==> config.mk <==
export PLATFORM = sky130hd
export DESIGN_NAME = sobel_window_flat
export DESIGN_NICKNAME = d
export VERILOG_FILES = /design/src/rtl/sobel_pkg.sv /design/src/rtl/sobel_window_if.sv /design/src/rtl/sobel_line_buf.sv /design/src/rtl/sobel_window.sv /design/src/flat_wrapper.sv
export SDC_FILE = /design/constraint.sdc
export NUM_CORES = 1
export LEC_CHECK = 0
export ABC_AREA = 0
export ABC_CLOCK_PERIOD_IN_PS = 4900
export CAP_MARGIN = 20
export CORE_MARGIN = 2
export CORE_UTILIZATION = 35
export DETAILED_ROUTE_END_ITERATION = 8
export DONT_BUFFER_PORTS = 1
export PLACE_DENSITY_LB_ADDON = 0.05
export SYNTH_ARGS = -nofsm -noshare
export SYNTH_HDL_FRONTEND = slang
export SYNTH_HIERARCHICAL = 1
export SYNTH_SLANG_ARGS = --single-unit
==> constraint.sdc <==
create_clock -name clk -period 4.9 [get_ports clk]
set_input_delay 1.225 -clock clk [delete_from_list [all_inputs] [get_ports clk]]
set_output_delay 1.225 -clock clk [all_outputs]
set_load 0.02 [all_outputs]
==> src/rtl/sobel_pkg.sv <==
// sobel_pkg: shared widths and state encoding for the sobel_window slice.
package sobel_pkg;
  localparam int PIX_W = 8;
  localparam int TAP_W = 9;
  localparam int CNT_W = 10;
  typedef enum logic [1:0] {IDLE, FILL, RUN, DONE} state_e;
endpackage

==> src/rtl/sobel_window_if.sv <==
// sobel_window_if: pixel stream in, 3x3 window out; SOBEL_WIN_COORD_EN adds the centre coordinate.
interface sobel_window_if;
  import sobel_pkg::*;
  logic sof;
  logic pix_valid;
  logic [PIX_W-1:0] pix_in;
  logic [TAP_W-1:0] p0, p1, p2, p3, p4, p5, p6, p7, p8;
  logic win_valid;
  logic busy;
`ifdef SOBEL_WIN_COORD_EN
  logic [CNT_W-1:0] win_row;
  logic [CNT_W-1:0] win_col;
`endif
  modport master (
    output sof, pix_valid, pix_in,
    input p0, p1, p2, p3, p4, p5, p6, p7, p8, win_valid, busy
`ifdef SOBEL_WIN_COORD_EN
    , input win_row, win_col
`endif
  );
  modport slave (
    input sof, pix_valid, pix_in,
    output p0, p1, p2, p3, p4, p5, p6, p7, p8, win_valid, busy
`ifdef SOBEL_WIN_COORD_EN
    , output win_row, win_col
`endif
  );
endinterface

==> src/rtl/sobel_line_buf.sv <==
// sobel_line_buf: one-line delay, read-before-write at the current column address.
module sobel_line_buf
  import sobel_pkg::*;
#(
  parameter int DEPTH = 64,
  parameter int AW = $clog2(DEPTH)
) (
  input  logic             clk,
  input  logic             en_i,
  input  logic [AW-1:0]    addr_i,
  input  logic [PIX_W-1:0] din_i,
  output logic [PIX_W-1:0] dout_o
);
  logic [PIX_W-1:0] mem_q [DEPTH];
  assign dout_o = mem_q[addr_i];
  always_ff @(posedge clk)
    if (en_i) mem_q[addr_i] <= din_i;
endmodule

==> src/rtl/sobel_window.sv <==
// sobel_window: 3x3 raster window generator over an IMG_W x IMG_H frame.
// Define SOBEL_WIN_COORD_EN to add win_row/win_col (window centre coordinate).
module sobel_window
  import sobel_pkg::*;
#(
  parameter int IMG_W = 64,
  parameter int IMG_H = 48
) (
  input logic clk,
  input logic rst_n,
  sobel_window_if.slave bus
);
  localparam int AW = $clog2(IMG_W);
  localparam logic [CNT_W-1:0] LAST_C = CNT_W'(IMG_W - 1);
  localparam logic [CNT_W-1:0] LAST_R = CNT_W'(IMG_H - 1);
  localparam logic [CNT_W-1:0] TWO = CNT_W'(2);
  state_e state_q;
  logic [CNT_W-1:0] row_q, col_q, r, c;
  logic [PIX_W-1:0] sh_q [3][2];
  logic [PIX_W-1:0] p_q [9];
  logic [PIX_W-1:0] col_in [3];
  logic [PIX_W-1:0] up1, up2;
  logic win_q, active, acc, win, eol;
  assign active = state_q == FILL || state_q == RUN;
  assign acc = bus.pix_valid && (bus.sof || active);
  // sof always restarts the frame, so it forces this pixel to (0,0)
  assign r = bus.sof ? '0 : row_q;
  assign c = bus.sof ? '0 : col_q;
  assign eol = c == LAST_C;
  assign win = acc && r >= TWO && c >= TWO;
  assign col_in = '{bus.pix_in, up1, up2};
  sobel_line_buf #(.DEPTH(IMG_W)) u_lb1 (
    .clk(clk), .en_i(acc), .addr_i(c[AW-1:0]), .din_i(bus.pix_in), .dout_o(up1)
  );
  sobel_line_buf #(.DEPTH(IMG_W)) u_lb2 (
    .clk(clk), .en_i(acc), .addr_i(c[AW-1:0]), .din_i(up1), .dout_o(up2)
  );
  always_ff @(posedge clk or negedge rst_n)
    if (!rst_n) begin
      state_q <= IDLE;
      row_q <= '0;
      col_q <= '0;
      win_q <= 1'b0;
      sh_q <= '{default: '0};
      p_q <= '{default: '0};
    end else begin
      win_q <= win;
      if (acc) begin
        col_q <= eol ? '0 : c + 1'b1;
        row_q <= eol ? ((r == LAST_R) ? '0 : r + 1'b1) : r;
        state_q <= bus.sof ? FILL :
                   (state_q == FILL && eol && r == CNT_W'(1)) ? RUN :
                   (state_q == RUN && eol && r == LAST_R) ? DONE : state_q;
        // column history restarts at each line start so windows never straddle lines
        for (int k = 0; k < 3; k++) begin
          sh_q[k][0] <= col_in[k];
          sh_q[k][1] <= (c == '0) ? '0 : sh_q[k][0];
        end
      end
      if (win)
        p_q <= '{sh_q[2][1], sh_q[2][0], up2,
                 sh_q[1][1], sh_q[1][0], up1,
                 sh_q[0][1], sh_q[0][0], bus.pix_in};
    end
`ifdef SOBEL_WIN_COORD_EN
  logic [CNT_W-1:0] win_row_q, win_col_q;
  always_ff @(posedge clk or negedge rst_n)
    if (!rst_n) begin
      win_row_q <= '0;
      win_col_q <= '0;
    end else if (win) begin
      win_row_q <= r - 1'b1;
      win_col_q <= c - 1'b1;
    end
  assign bus.win_row = win_row_q;
  assign bus.win_col = win_col_q;
`endif
  assign bus.p0 = TAP_W'(p_q[0]);
  assign bus.p1 = TAP_W'(p_q[1]);
  assign bus.p2 = TAP_W'(p_q[2]);
  assign bus.p3 = TAP_W'(p_q[3]);
  assign bus.p4 = TAP_W'(p_q[4]);
  assign bus.p5 = TAP_W'(p_q[5]);
  assign bus.p6 = TAP_W'(p_q[6]);
  assign bus.p7 = TAP_W'(p_q[7]);
  assign bus.p8 = TAP_W'(p_q[8]);
  assign bus.win_valid = win_q;
  assign bus.busy = active;
endmodule

==> src/flat_wrapper.sv <==
// flat-port wrapper written by rule: the top's interface ports become plain ports
module sobel_window_flat import sobel_pkg::*;
#(
  parameter int IMG_W = 64,
  parameter int IMG_H = 48
)
  (clk, rst_n, bus_sof, bus_pix_valid, bus_pix_in, bus_p0, bus_p1, bus_p2, bus_p3, bus_p4, bus_p5, bus_p6, bus_p7, bus_p8, bus_win_valid, bus_busy);
  sobel_window_if bus_i ();
  input logic clk;
  input logic rst_n;
  input wire logic [$bits(bus_i.sof)-1:0] bus_sof;
  input wire logic [$bits(bus_i.pix_valid)-1:0] bus_pix_valid;
  input wire logic [$bits(bus_i.pix_in)-1:0] bus_pix_in;
  output wire logic [$bits(bus_i.p0)-1:0] bus_p0;
  output wire logic [$bits(bus_i.p1)-1:0] bus_p1;
  output wire logic [$bits(bus_i.p2)-1:0] bus_p2;
  output wire logic [$bits(bus_i.p3)-1:0] bus_p3;
  output wire logic [$bits(bus_i.p4)-1:0] bus_p4;
  output wire logic [$bits(bus_i.p5)-1:0] bus_p5;
  output wire logic [$bits(bus_i.p6)-1:0] bus_p6;
  output wire logic [$bits(bus_i.p7)-1:0] bus_p7;
  output wire logic [$bits(bus_i.p8)-1:0] bus_p8;
  output wire logic [$bits(bus_i.win_valid)-1:0] bus_win_valid;
  output wire logic [$bits(bus_i.busy)-1:0] bus_busy;
  assign bus_i.sof = bus_sof;
  assign bus_i.pix_valid = bus_pix_valid;
  assign bus_i.pix_in = bus_pix_in;
  assign bus_p0 = bus_i.p0;
  assign bus_p1 = bus_i.p1;
  assign bus_p2 = bus_i.p2;
  assign bus_p3 = bus_i.p3;
  assign bus_p4 = bus_i.p4;
  assign bus_p5 = bus_i.p5;
  assign bus_p6 = bus_i.p6;
  assign bus_p7 = bus_i.p7;
  assign bus_p8 = bus_i.p8;
  assign bus_win_valid = bus_i.win_valid;
  assign bus_busy = bus_i.busy;
  sobel_window #(.IMG_W(IMG_W), .IMG_H(IMG_H)) u_core (.clk(clk), .rst_n(rst_n), .bus(bus_i));
endmodule
# Word level (Yosys, flattened, before mapping)
# Memories as Yosys holds them, arrays and structs flattened.
# Cells that the tools add are included.
# W data, S select, Z words.
[totals] register_bits=143 ram_bits=1024 input_bits=12 out_inout_bits=83 word_cells=55 mem_count=2
[classes] addsub=2 order_cmp=2 eq_ne=5 n_mux=13 n_reduce_logical=12
[memory_table] name="u_core.u_lb1.mem_q" depth=64 word_bits=8 rd=1 rd_ports_with_merged_regs=0 wr=1 line_no="sobel_line_buf.sv:14" text="logic [PIX_W-1:0] mem_q [DEPTH];"
[memory_table] name="u_core.u_lb2.mem_q" depth=64 word_bits=8 rd=1 rd_ports_with_merged_regs=0 wr=1 line_no="sobel_line_buf.sv:14"
[op_table] op="$mux W10" count=5
[op_table] op="$mux W8" count=3
[op_table] op="$add A10 B1 Y10 const B" count=2
[op_table] op="$eq A10 B6 Y1 const B" count=2
[op_table] op="$ge A10 B2 Y1 const B" count=2
[op_table] op="$eq A10 B1 Y1 const B" count=1
[op_table] op="$logic_not A10 Y1" count=1
[op_table] op="$logic_and A1 B1 Y1" count=7
[op_table] op="$mux W2" count=3
[op_table] op="$reduce_bool A3 Y1" count=1
[op_table] op="$eq A2 B1 Y1 const B" count=1
[op_table] op="$eq A2 B2 Y1 const B" count=1
[op_table] op="$logic_or A1 B1 Y1" count=2
[op_table] op="$mux W1" count=2
[op_table] op="$reduce_and A2 Y1" count=1

# Depth between registers and ports, before layout
[logic_depth] ltp_word=7 depth_mapped=15

# Modules after synthesis
# Netlist, hierarchy kept.
[by_module_without_submodules] mod="sobel_line_buf" instances=2 cells_each=1163 area_each_um2=20289.5
[by_module_without_submodules] mod="sobel_window" instances=1 cells_each=509 area_each_um2=6150.9

# Least setup slack after synthesis
# No wires, ideal clock.
[synth_timing] path_kind="input to register" from="input port bus_sof" to="register u_core.p_q (netlist bit u_core/bus.p5[0])" setup_time_ps=134 arrival_time_ps=5172 path_slack_ps=-406 path_stages=12 path_buffers=5 cell_sequence="clkbuf_1 -> clkbuf_1 -> nor2b_1 -> buf_2 -> buf_4 -> buf_2 -> mux2_2 -> a22oi_1 -> nor2_1 -> o31ai_1 -> nand4_1 -> mux2_2"
[synth_rtl] item="from (decl)" line_no="flat_wrapper.sv:11" text="input wire logic [$bits(bus_i.sof)-1:0] bus_sof;"
[synth_rtl] item="$mux W10" line_no="sobel_window.sv:28" text="assign c = bus.sof ? '0 : col_q;"
[synth_rtl] item="via u_core.c[2]" line_no="sobel_window.sv:18" text="logic [CNT_W-1:0] row_q, col_q, r, c;"
[synth_rtl] item="$mem_v2 Z64 W8"
[synth_rtl] item="via u_core.up1[0]" line_no="sobel_window.sv:22" text="logic [PIX_W-1:0] up1, up2;"
[synth_rtl] item="to (signal assigned)" line_no="sobel_window.sv:61" text="p_q <= '{sh_q[2][1], sh_q[2][0], up2,"
[synth_rtl] item="to (decl)" line_no="sobel_window.sv:20" text="logic [PIX_W-1:0] p_q [9];"
# The timed path passes the listed nets, and every way through them passes these cells.
# A chain may end at the register's enable or synchronous reset.

# Final worst setup path
[layout_timing] from="register u_core.col_q[1]" to="register u_core.p_q (netlist bit u_core/bus.p2[2])"
[layout_rtl] item="from (decl)" line_no="sobel_window.sv:18"
[layout_rtl] item="from (signal assigned)" line_no="sobel_window.sv:49" text="col_q <= eol ? '0 : c + 1'b1;"
[layout_rtl] item="$mux W10" line_no="sobel_window.sv:28"
[layout_rtl] item="via u_core.c[1]" line_no="sobel_window.sv:18"
[layout_rtl] item="$mem_v2 Z64 W8"
[layout_rtl] item="via u_core.up2[2]" line_no="sobel_window.sv:22"
# The timed path passes the listed nets, and every way through them passes these cells.

==> results.yml <==
route:
  drtIter0Drc: 2679
  viasPerCell: 5.49
  wire_per_inst_um: 29.0
  wl_mm: 144
  post-route-drc-count: 0
  ant_nets: 0
  vias: 27300
  drt_pass1_iterations: 8
logic_synthesis:
  yosys.area.top_type: "edfxtp_1"
  netlist_area_mm2: 0.0467
  synthTopCellsByArea: "edfxtp_1 (66%), dfrtp_1 (7.7%), mux4_2 (4.0%)"
  yosysWarnings: 6
  synth_top_area_share_pct: 65.8
  ys_async_sr_fraction_pct: 12.3
  netlist-cell-type-count: 73
  ys.flop_type: "edfxtp_1"
  synth_edf_count: 1024
  synth_seq_cells: 1167
  syn_inst: 2835
  syn_avg_cell_area_um2: 16.5
  yosysSeqAreaShare_pct: 73.5
floorplan:
  die_h_um: 369
  core_area_mm2: 0.133
  fp.dieW_um: 369
  start_util_pct: 35.1
  rows: 134
  ios: 95
  dieArea_mm2: 0.136
clock_tree:
  hold_buffers: 0
  root_buffer: "clkbuf_16"
  cts_htree_levels: 4
  clock-sinks: 1167
  cts_buffers: 133
  cts.clk_slew.worst_paths_ns: 0.06
  cts_resized: 0
  post-cts-setup-buffers: 0
  clk_latency_ns: 0.77
  cts_buffer_depth: 3
  cts_tree: "done"
cells_and_area:
  fin_cells: 4978
  area_delta_synth_final_pct: 17.8
  layout.nets: 3124
  drive_above_1_share_pct: 22.5
power:
  ir_drop_uv: 345
  p_sw_share_pct: 30.2
  p_per_area_mw_per_mm2: 520
  power_frac_comb_pct: 21.2
  power_mw: 28.6
  p_leak_nw: 18.6
  pwr-share-seq_pct: 45.2
  power.switching_mw: 8.64
  p_int_mw: 20.0
  power_frac_clock_pct: 33.6
global_routing:
  grt_pass1_vias: 27400
  overflow: 0
  grt_first_pass_wirelength_mm: 205
  grt_start_max_net_pins: 144
  grt_usage_pct: 21.1
  antenna_found_initial: 12
sta:
  fin_ws_ns: 0.488
  fin_tns_setup_ns: 0
  timing.final.crit_share_pct: 90.0
  tightestPinTransition_ns: 1.12
  hold_slack_ns: 0.161
  slew_viol_final: 0
  fin_crit_ns: 4.41
  finalHoldViolations: 0
  rsz0062_at_grt: "false"
  setup_viol_count_final: 0
  fmax_ghz: 0.227
  fin_skew_ns: 0.0246
  relSlewSlack_pct: 24.9
placement:
  gp_congestion: 0.822
  post-dp-hpwl_mm: 94.0
  pre_cts_ws_ns: -0.0796
  port_buffers: 0
  dp.cells: 4736
worst_setup_path:
  path_class: "reg -> reg"
  ff2ff_path_depth: 9
  startpoint_type: "flop"
  timing.rr.start: "u_core/col_q[1]"
  path_max_fanout: 50
  cp.required_ns: 5.54
  end_kind: "flop"
  r2r_end: "u_core/bus.p2[2]"
  r2r_setup_slack_ns: 0.49
  worstPathArrival_ns: 5.05
job:
  drv_cap: 0
outcome:
  status: "finished, final reports clean"
worst_hold_path:
  hold_path_class: "in -> async"
## worst max path at each step
stage               startpoint                        end  slack (ns)  cells past startpoint
3_3_place_gp           bus_sof  u_core/u_lb2/mem_q[41][5]       -0.07                      9
4_1_cts        u_core/col_q[1]           u_core/bus.p2[2]        0.54                      9
3_5_place_dp           bus_sof           u_core/bus.p2[2]       -0.08                      9
5_1_grt        u_core/col_q[1]           u_core/bus.p2[2]        0.21                      9
2_1_floorplan          bus_sof           u_core/bus.p5[2]      0.0004                     13
6_report       u_core/col_q[1]           u_core/bus.p2[2]        0.49                      9
## worst max-delay path, stage by stage (launching register included)
cell      delay [ns]
dfrtp_1         0.48
nor2b_4         0.84
buf_12          0.40
buf_4           0.30
nor2_1          0.25
a221oi_1        0.32
o32ai_1         0.14
nor4_1          0.81
nand4_1         0.27
mux2_1          0.37
## cell usage after synthesis, types with 13 or more instances
master / n
o31ai_1: 13
o22ai_1: 46
dfrtp_1: 143
a221o_1: 22
nand4_1: 13
a32oi_1: 14
mux2_1: 25
buf_1: 13
mux2i_1: 130
inv_1: 18
nand2_1: 185
o221ai_1: 18
clkbuf_1: 90
o2bb2ai_1: 14
buf_4: 18
o21ai_0: 35
a22o_1: 45
edfxtp_1: 1024
a31oi_1: 33
nor2b_1: 27
buf_2: 60
a21oi_1: 65
a22oi_1: 81
nor2_1: 174
buf_6: 18
o22a_1: 22
and3_1: 18
mux2_2: 71
nand2b_1: 51
and2_1: 18
nand3_1: 23
nand3b_1: 25
a221oi_1: 42
mux4_2: 82
## cell usage in the layout, fill, tap and decap left out, types with 23 or more instances in the layout
| cell type | n |
|---|---|
| nand2b_1 | 51 |
| a22oi_1 | 81 |
| nor2_1 | 170 |
| buf_4 | 293 |
| clkinv_2 | 27 |
| nand3_1 | 23 |
| clkbuf_1 | 24 |
| mux2i_1 | 130 |
| a221oi_1 | 42 |
| mux4_2 | 82 |
| a31oi_1 | 33 |
| a21oi_1 | 64 |
| dfrtp_1 | 143 |
| buf_12 | 32 |
| mux2_1 | 25 |
| a22o_1 | 45 |
| o21ai_0 | 35 |
| o22ai_1 | 46 |
| edfxtp_1 | 1024 |
| nand2_1 | 185 |
| nand3b_1 | 25 |
| mux2_2 | 71 |
| clkbuf_16 | 138 |
## cell families after synthesis
group | share of synthesized area [%]
AND/OR/NAND/NOR | 6.66
buffers and inverters | 2.35
AO/OA/AOI/OAI | 8.26
flip-flops | 73.5
other | 0.00802
multiplexers | 9.05
adder cells (fa/ha/maj) | 0.214
## sequential cells by signal, indices dropped and copies added (netlist names), 10 cells and up
register / count
u_core/col_q: 10
u_core/u_lb2/mem_q: 512
u_core/row_q: 10
u_core/sh_q: 48
u_core/u_lb1/mem_q: 512
## cell type report
type / count / area (um2)
Inverter: 18 / 72.6
Sequential cell: 1167 / 34300
Fill cell: 11900 / 77900
Multi-Input combinational cell: 1458 / 11400
Tap cell: 1768 / 2210
Clock buffer: 167 / 3610
Timing Repair Buffer: 326 / 2850
Clock inverter: 72 / 581
Antenna cell: 2 / 5.00
## power by group through the flow
| stage | clock network, mW | registers [mW] | logic, mW |
|---|---|---|---|
| after floorplan | 0 | 13.0 | 3.22 |
| after CTS | 9.86 | 13.0 | 6.11 |
| final | 9.62 | 13.0 | 6.06 |
| after global placement | 0 | 13.2 | 6.01 |
| after detailed placement | 0 | 13.2 | 6.10 |
| after global routing | 10.3 | 13.0 | 6.45 |
## layer usage
layer / vias to the layer above / routed length, um / GRT usage [%]
met5: - / 10 / 0
met4: 2 / 3110 / 5.41
met3: 186 / 10600 / 5.08
met2: 923 / 65200 / 31.9
met1: 14400 / 65400 / 30.3
li1: 11800 / - / -
## through the flow
stage	instance area [um2]	utilization, %
after CTS	55000	41.4
final	55100	41.4
after detailed placement	50900	38.3
after global placement	50900	38.3
after floorplan	46800	-
after global routing	55100	41.4
(Power assumes the default switching activity.)
